`src/rtl/i2s_pkg.sv`:
```
// Shared types and constants for the I2S receive-FIFO drain controller.
package i2s_pkg;

  localparam int unsigned I2S_FIFO_DEPTH = 32;
  localparam int unsigned I2S_LVL_W      = 6;

  typedef enum logic [1:0] {
    StIdle,
    StWait,
    StXfer,
    StDone
  } state_e;

  // The FIFO level port wraps to 0 when full; rebuild the true occupancy.
  function automatic logic [I2S_LVL_W-1:0] eff_level(input logic       full,
                                                     input logic [4:0] level);
    return full ? I2S_LVL_W'(I2S_FIFO_DEPTH) : {1'b0, level};
  endfunction

endpackage

```
`src/rtl/i2s_drain_timer.sv`:
```
// Saturating idle timer: counts while enabled, holds at limit, clears on demand.
module i2s_drain_timer #(
  parameter int unsigned TW = 16
) (
  input  logic          clk,
  input  logic          rst_n,
  input  logic          clr,
  input  logic          en,
  input  logic [TW-1:0] limit,
  output logic          expired
);

  logic [TW-1:0] tmr_q, tmr_d;

  always_comb begin
    tmr_d = tmr_q;
    if (clr) begin
      tmr_d = '0;
    end else if (en) begin
      // Saturate even if limit is lowered below the current count.
      tmr_d = (tmr_q >= limit) ? limit : tmr_q + 1'b1;
    end
  end

  always_ff @(posedge clk or negedge rst_n) begin
    if (!rst_n) begin
      tmr_q <= '0;
    end else begin
      tmr_q <= tmr_d;
    end
  end

  assign expired = (tmr_q == limit);

endmodule

```
`src/rtl/i2s_drain_ctrl.sv`:
```
// Burst-drain controller: pops the I2S receive FIFO in bursts onto a registered
// valid/ready stream, with idle-timeout flush and sticky overflow detection.
module i2s_drain_ctrl
  import i2s_pkg::*;
#(
  parameter int unsigned DW = 32,
  parameter int unsigned TW = 16
) (
  input  logic          clk,
  input  logic          rst_n,
  input  logic          en,
  input  logic [4:0]    burst_len,
  input  logic [TW-1:0] timeout,
  input  logic [4:0]    fifo_level,
  input  logic          fifo_full,
  input  logic          fifo_empty,
  input  logic [DW-1:0] fifo_rdata,
  output logic          fifo_rd,
  output logic          m_valid,
  input  logic          m_ready,
  output logic [DW-1:0] m_data,
  output logic          m_last,
  output logic          busy,
  output logic          irq_done,
  output logic          ovf,
  input  logic          ovf_clr,
  output logic [15:0]   word_cnt
);

  state_e                 state_q, state_d;
  logic [I2S_LVL_W-1:0]   remaining_q, remaining_d;
  logic                   m_valid_q, m_valid_d;
  logic                   m_last_q, m_last_d;
  logic [DW-1:0]          m_data_q, m_data_d;
  logic                   ovf_q, ovf_d;
  logic [15:0]            word_cnt_q, word_cnt_d;

  logic [I2S_LVL_W-1:0]   lvl;
  logic [I2S_LVL_W-1:0]   blen;
  logic                   out_free;
  logic                   out_hs;
  logic                   tmr_clr;
  logic                   tmr_en;
  logic                   tmr_expired;

  assign lvl      = eff_level(fifo_full, fifo_level);
  assign blen     = (burst_len == '0) ? I2S_LVL_W'(1) : {1'b0, burst_len};
  assign out_free = !m_valid_q || m_ready;
  assign out_hs   = m_valid_q && m_ready;
  assign tmr_clr  = (state_q != StWait) || (lvl == '0);
  assign tmr_en   = (state_q == StWait);

  i2s_drain_timer #(
    .TW(TW)
  ) u_timer (
    .clk    (clk),
    .rst_n  (rst_n),
    .clr    (tmr_clr),
    .en     (tmr_en),
    .limit  (timeout),
    .expired(tmr_expired)
  );

  always_comb begin
    state_d     = state_q;
    remaining_d = remaining_q;
    fifo_rd     = 1'b0;
    case (state_q)
      StIdle: begin
        if (en) state_d = StWait;
      end
      StWait: begin
        if (!en) begin
          state_d = StIdle;
        end else if (lvl >= blen) begin
          remaining_d = blen;
          state_d     = StXfer;
        end else if ((timeout != '0) && (lvl != '0) && tmr_expired) begin
          remaining_d = lvl;
          state_d     = StXfer;
        end
      end
      StXfer: begin
        // en is ignored here so a started burst always completes in full.
        fifo_rd = (remaining_q != '0) && !fifo_empty && out_free;
        if (fifo_rd) remaining_d = remaining_q - 1'b1;
        if ((remaining_q == '0) && out_free) state_d = StDone;
      end
      StDone: begin
        state_d = en ? StWait : StIdle;
      end
      default: state_d = StIdle;
    endcase
  end

  always_comb begin
    m_valid_d  = m_valid_q;
    m_last_d   = m_last_q;
    m_data_d   = m_data_q;
    word_cnt_d = word_cnt_q;
    if (fifo_rd) begin
      m_data_d  = fifo_rdata;
      m_valid_d = 1'b1;
      m_last_d  = (remaining_q == I2S_LVL_W'(1));
    end else if (out_hs) begin
      m_valid_d = 1'b0;
      m_last_d  = 1'b0;
    end
    if (out_hs) word_cnt_d = word_cnt_q + 16'd1;
    // A set in the same cycle as a clear wins.
    if (fifo_full && en) begin
      ovf_d = 1'b1;
    end else if (ovf_clr) begin
      ovf_d = 1'b0;
    end else begin
      ovf_d = ovf_q;
    end
  end

  always_ff @(posedge clk or negedge rst_n) begin
    if (!rst_n) begin
      state_q     <= StIdle;
      remaining_q <= '0;
      m_valid_q   <= 1'b0;
      m_last_q    <= 1'b0;
      m_data_q    <= '0;
      ovf_q       <= 1'b0;
      word_cnt_q  <= '0;
    end else begin
      state_q     <= state_d;
      remaining_q <= remaining_d;
      m_valid_q   <= m_valid_d;
      m_last_q    <= m_last_d;
      m_data_q    <= m_data_d;
      ovf_q       <= ovf_d;
      word_cnt_q  <= word_cnt_d;
    end
  end

  assign m_valid  = m_valid_q;
  assign m_last   = m_last_q;
  assign m_data   = m_data_q;
  assign ovf      = ovf_q;
  assign word_cnt = word_cnt_q;
  assign busy     = (state_q == StXfer) || (state_q == StDone);
  assign irq_done = (state_q == StDone);

endmodule

```
`config.mk`:
```
export PLATFORM = sky130hd
export DESIGN_NAME = i2s_drain_ctrl
export DESIGN_NICKNAME = d
export VERILOG_FILES = /design/src/rtl/i2s_pkg.sv /design/src/rtl/i2s_drain_timer.sv /design/src/rtl/i2s_drain_ctrl.sv
export SDC_FILE = /design/constraint.sdc
export NUM_CORES = 1
export LEC_CHECK = 0
export CORE_MARGIN = 1.5
export CORE_UTILIZATION = 47
export DETAILED_ROUTE_END_ITERATION = 8
export PLACE_DENSITY = 0.79
export SLEW_MARGIN = 0
export SYNTH_ARGS = -nofsm -noshare
export SYNTH_HDL_FRONTEND = slang
export SYNTH_SLANG_ARGS = --single-unit
```
`constraint.sdc`:
```
create_clock -name clk -period 6.3 [get_ports clk]
set_input_delay 1.26 -clock clk [delete_from_list [all_inputs] [get_ports clk]]
set_output_delay 1.26 -clock clk [all_outputs]
set_load 0.03 [all_outputs]
```
======== Word level (Yosys, flattened, before mapping) ========
Cells that the tools add are included.
word-level totals
  memory bits (read-only) ................. 0
  bits in writable memories ............... 0
  bits in registers ....................... 75
  memories kept ........................... 0
  bits in latches ......................... 0
  output and inout bits ................... 54
  word-level logic and storage cells ...... 73
operators by class
  reduce and logical (&&, ||, !) cells .... 25
  divide/modulo/power cells ............... 0
  multipliers ............................. 0
  bitwise logic cells ..................... 0
  order comparisons ....................... 2
  shift-type cells ........................ 0
  muxes and demuxes ....................... 23
  $add $sub $neg .......................... 3
  eq/ne operators ......................... 12
operator list
  cell                                                                count
  16-bit 2-to-1 mux                                                   3
  16-bit by 1-bit adder with 16-bit output, second input constant     2
  6-bit 2-to-1 mux                                                    5
  16-bit == test                                                      1
  16-bit >= comparator                                                1
  16-bit nonzero test                                                 1
  6-bit zero test                                                     2
  6-bit one-hot mux with 2 select lines                               1
  6-bit nonzero test                                                  2
  2-bit 2-to-1 mux                                                    5
  2-bit != test, second input constant                                4
  2-bit one-hot mux with 4 select lines                               1
  2-bit nonzero test                                                  4
  1-bit logical AND                                                   7
  1-bit 2-to-1 mux                                                    7
  6-bit by 1-bit == test with 1-bit output, second input constant     1
  6-bit by 5-bit >= comparator with 1-bit output                      1
  6-bit by 1-bit subtractor with 6-bit output, second input constant  1
  5-bit zero test                                                     1
  5-bit 2-to-1 mux                                                    1
  2-bit == test, second input constant                                2
  4-bit by 2-bit != test with 1-bit output, second input constant     1
  4-bit AND reduction                                                 1
  1-bit logical OR                                                    3
  other kinds (6)                                                     7

======== Depth between registers and ports, before layout ========
  word-level depth ........................ 8
  mapped depth ............................ 10

======== By module ========
A second synthesis with hierarchy kept.
second synthesis, totals
  cell total of the unflattened synthesis .. 427
  area total of the unflattened synthesis .. 4351.7 µm²
by module, submodules not included
  module           seq. area each (µm²)  instances  cells each  area an instance (µm²)
  i2s_drain_ctrl   1476.4                1          239         2825.2
  i2s_drain_timer  400.4                 1          188         1526.5

======== Worst setup path after synthesis ========
Ideal clock, no wire load.
  kind .................................... in2out
  start ................................... input m_ready
  end ..................................... output fifo_rd
  data required time ...................... 5.040 ns
  buffers on the path ..................... 1
  stages .................................. 3
  arrival ................................. 2.259 ns
  slack ................................... 2.781 ns
  cells stage by stage .................... nor2b_1 > a2111oi_4 > buf_2
on the way
  longest elaborated chain between the ends .. 3
RTL lines
  element            line                  source
  from (decl)        i2s_drain_ctrl.sv:20  input logic m_ready,
  1-bit logical OR   i2s_drain_ctrl.sv:48  assign out_free = !m_valid_q || m_ready;
  1-bit logical AND  i2s_drain_ctrl.sv:85  fifo_rd = (remaining_q != '0) && !fifo_empty && out_free;
  1-bit 2-to-1 mux   i2s_drain_ctrl.sv:68  case (state_q)
  to (decl)          i2s_drain_ctrl.sv:18  output logic fifo_rd,
Every way passes these cells.

======== Final worst setup path ========
Same ends and word-level chain as after synthesis.

==> summary.md <==
| Metric | Value |
|---|---|
| Areal power density over the cells | 376 nW/µm² |
| Top cell type's share of synthesized area | 45.5% |
| Dominant register cell in the synthesized netlist | sky130_fd_sc_hd__dfrtp_1 |
| DRC marker count from the first detailed-route iteration | 122 |
| Root cell of the clock tree | sky130_fd_sc_hd__clkbuf_8 |
| Share of final-layout standard cells stronger than drive strength 1 | 11.9% |
| Total number of placement rows | 33 |
| Clock tree sinks | 75 |
| Final cycle utilization of the critical path | 66.8% |
| Slew at the pin with the worst max-slew slack | 0.981 ns |
| Number of diodes added for antenna fixing | 0 |
| Type of element launching the critical path | input port |
| DR pass1 iterations | 4 |
| Clock tree from TritonCTS | yes |
| Chip height | 96.7 µm |
| Number of cells in the design after placement | 610 |
| Post-layout power | 2.12 mW |
| Source-to-sink clock delay at the later pin of the worst-skew pair | 0.35 ns |
| Vias post-DR | between 3000 and 4000 |
| H-tree depth | 3 |
| Internal power contribution | 1.30 mW |
| Post-synthesis instance total | 397 |
| Starting utilization of the core area | 49.4% |
| IO buf count | ~120 |
| Num CTS Buffers | 9 |
| Hold Crit Depth | 1 |
| Largest net degree at the start of global routing | 76 |
| Core Area | 8340 µm² |
| First-pass GRT wire length | 16500 µm |
| Largest area contributor in the synthesized netlist | sky130_fd_sc_hd__dfrtp_1 |
| Routed WL per cell | roughly 15 µm |
| Critical path required time | slightly above 5 ns |
| Slowest library cell on the worst path | sky130_fd_sc_hd__clkdlybuf4s50_1 |
| Clock-pin transition on the worst setup and hold timing paths | 0.09 ns |
| Total non-filler cell area in the finished layout | between 5000 and 6000 µm² |
| Final weighted congestion in routability-driven placement | 0.942 |
| Number of enable-type register cells in the synthesized netlist | 0 |
| Leak pwr | 2.49 nW |
| Initial antenna violation count | 0 |
| Register area share after synthesis | 45.5% |
| Largest vdd supply drop | 0.000137 V |
| Final setup vio count | 0 |
| Slew Viols, Final | 0 |
| Clock power share | between 15 and 20% |
| # resized after CTS | 0 |
| Met2 WL post-DR | 4770 µm |
| Placed standard-cell area | 5410 µm² |
| Slowest cell delay on critical path | 0.73 ns |
| Hold Crit Class | reg2reg |
| Syn-to-layout area delta | 36.5% |
| Net switching share of the total power | 38.3% |
| Fraction of registers with async set or reset after synthesis | 100% |
| Detailed-route wire length | 9620 µm |
| Sum of negative setup slack | 0 ns |
| Max_cap viols | 0 |
| Count of unresolved DRC violations after routing | 0 |
| Die extent in x | 96.7 µm |
| Post-synthesis average cell area | 10.4 µm² |
| NumNets Final | 607 |
| Count of different cell masters after synthesis | 43 |
| Final ANT Viol Nets | 0 |
| Vias in the first global route | 3360 |
| Top cells by area in the synthesized netlist | sky130_fd_sc_hd__dfrtp_1 (46%), sky130_fd_sc_hd__mux2_2 (9.6%), sky130_fd_sc_hd__ha_1 (7.9%) |
| Final setup skew | 0.00960 ns |
| Psw | 0.811 mW |
| Worst R2R Path Depth | 6 |
| Number of register bits inferred by synthesis | 75 |
| Via-to-Cell Ratio | 5.40 |
| CTS max path bufs | 2 |
| Metal3 WL | 413 µm |
| Summed instance area of the synthesized netlist | 4120 µm² |
| Post-detailed-placement half-perimeter wirelength | 7340 µm |
| Mapped Nets | around 500 |
| Number of ports placed on the die boundary | 119 |
| Maximum frequency from static timing analysis | 238 MHz |
| Combinational Power Share | 45.5% |
| Sequential group share of total power | a little over a third |
| # hold bufs at CTS | 0 |
| Hold violation count in the final report | 0 |
| Routed met1 length | approximately 4300 µm |
| Final worst path period need | ~4.2 ns |
| Critical path, cell by cell | clkdlybuf4s50_1 -> nor2b_1 -> a2111oi_4 -> clkdlybuf4s50_1 |
| Overall die area | 9350 µm² |
| Fill cell count | 630 |
| Headroom to the max-slew limit | 34.1% |
| Final cell count without fillers | 626 |
| Arrival time at the worst endpoint | between 2 and 3 ns |
| RSZ-0062 raised after global routing | no |
| Kind of critical path | in2out |
| Largest fanout on the critical path | 3 |
| Setup repair bufs after CTS | 0 |
| Uppermost metal layer occupied by signal nets | met4 |
| Count of synthesis-stage warnings from yosys | 0 |
| GR Overflow Total | 0 |
| CP most frequent cell | sky130_fd_sc_hd__clkdlybuf4s50_1 |
| Sort of element at the end of the critical path | output port |
| Status | finished clean |
| Gr usage total | 21.6% |
| Worst Hold Slack | 0.485 ns |
cell usage after synthesis, types with 4 or more instances:
master / n
sky130_fd_sc_hd__xnor2_1: 18
sky130_fd_sc_hd__buf_2: 5
sky130_fd_sc_hd__nor4_1: 9
sky130_fd_sc_hd__xor2_1: 12
sky130_fd_sc_hd__mux2i_1: 4
sky130_fd_sc_hd__and3_1: 5
sky130_fd_sc_hd__nor2b_1: 9
sky130_fd_sc_hd__mux2_2: 35
sky130_fd_sc_hd__nand3_1: 16
sky130_fd_sc_hd__dfrtp_1: 75
sky130_fd_sc_hd__clkbuf_1: 7
sky130_fd_sc_hd__inv_1: 27
sky130_fd_sc_hd__nor3_1: 32
sky130_fd_sc_hd__nand2_1: 21
sky130_fd_sc_hd__nand4_1: 11
sky130_fd_sc_hd__a21oi_1: 24
sky130_fd_sc_hd__nor2_1: 13
sky130_fd_sc_hd__o21ai_0: 11
sky130_fd_sc_hd__ha_1: 26
routing by layer:
metal	track usage (%)	vias up
met5	0	-
met4	5.02	0
met3	4.99	10
met2	36.7	88
met1	27.9	1626
li1	-	1654
placed cells by master, fill, tap and decap left out, types with 2 or more instances in the layout:
cell and count:
sky130_fd_sc_hd__a211oi_1 3, sky130_fd_sc_hd__a21o_1 2, sky130_fd_sc_hd__a21oi_1 24, sky130_fd_sc_hd__a22o_1 2, sky130_fd_sc_hd__and2_1 3, sky130_fd_sc_hd__and3_1 5, sky130_fd_sc_hd__and4_1 3, sky130_fd_sc_hd__buf_4 4
sky130_fd_sc_hd__bufinv_16 2, sky130_fd_sc_hd__clkbuf_8 9, sky130_fd_sc_hd__clkdlybuf4s50_1 117, sky130_fd_sc_hd__dfrtp_1 75, sky130_fd_sc_hd__ha_1 26, sky130_fd_sc_hd__inv_1 27, sky130_fd_sc_hd__inv_6 2, sky130_fd_sc_hd__mux2_2 35
sky130_fd_sc_hd__mux2i_1 4, sky130_fd_sc_hd__nand2_1 21, sky130_fd_sc_hd__nand2b_1 3, sky130_fd_sc_hd__nand3_1 16, sky130_fd_sc_hd__nand4_1 11, sky130_fd_sc_hd__nor2_1 13, sky130_fd_sc_hd__nor2b_1 9, sky130_fd_sc_hd__nor3_1 32
sky130_fd_sc_hd__nor4_1 8, sky130_fd_sc_hd__nor4_2 2, sky130_fd_sc_hd__o211ai_1 2, sky130_fd_sc_hd__o21a_1 2, sky130_fd_sc_hd__o21ai_0 11, sky130_fd_sc_hd__o21ai_1 2, sky130_fd_sc_hd__xnor2_1 18, sky130_fd_sc_hd__xor2_1 12
path summary, 6_finish.rpt:
check,startpoint,endpoint,slack [ns]
min in group asynchronous,rst_n,remaining_q[0],1.03
setup reg to reg,u_timer.tmr_q[13],remaining_q[2],3.66
hold reg to reg,word_cnt[15],word_cnt[15],0.49
hold / removal,word_cnt[15],word_cnt[15],0.49
max in group asynchronous,rst_n,word_cnt[2],4.65
setup / recovery,m_ready,fifo_rd,2.09
power by group through the flow:
stage | Combinational, mW | Sequential (mW) | Clock, mW
finish | 0.962 | 0.739 | 0.414
global route | 1.02 | 0.764 | 0.449
CTS | 0.972 | 0.739 | 0.422
detailed placement | 0.970 | 0.749 | 0
global placement | 0.954 | 0.740 | 0
floorplan | 0.343 | 0.980 | 0
worst max-delay path: cells and delay by family:
kind | cells | cell delay, ns
AND/OR/NAND/NOR | 1 | 0.10
buffers and inverters | 2 | 1.23
AO/OA/AOI/OAI | 1 | 0.35
kinds of logic after synthesis:
kind of cell | Yosys count | share of synthesized area [%]
AO/OA/AOI/OAI | 58 | 9.47
XOR/XNOR | 30 | 6.37
adder cells (fa/ha/maj) | 26 | 7.89
buffers and inverters | 40 | 3.79
flip-flops | 75 | 45.5
multiplexers | 39 | 10.5
AND/OR/NAND/NOR | 129 | 16.4
state kept, by name (all words and copies together) (netlist names), named ones only:
name,count
m_valid,1
m_last,1
ovf,1
remaining_q,6
m_data,32
word_cnt,16
u_timer.tmr_q,16
state_q,1
area by class of cell:
cell class | instances | area [µm²] | share of cell area, %
Clock buffer | 9 | 124 | 2.20
Clock inverter | 7 | 98.8 | 1.76
Inverter | 27 | 101 | 1.80
Multi-Input combinational cell | 282 | 2100 | 37.2
Sequential cell | 75 | 1880 | 33.3
Tap cell | 105 | 131 | 2.33
Timing Repair Buffer | 121 | 1200 | 21.3
per-stage QoR:
stage / setup WS [ns] / util (%)
after CTS: 2.08 / 67.5
after global routing: 2.02 / 67.5
after detailed placement: 2.10 / 64.8
after global placement: 2.14 / 64.8
final: 2.09 / 67.5
after floorplan: 2.78 / -
(Power assumes the default switching activity.)
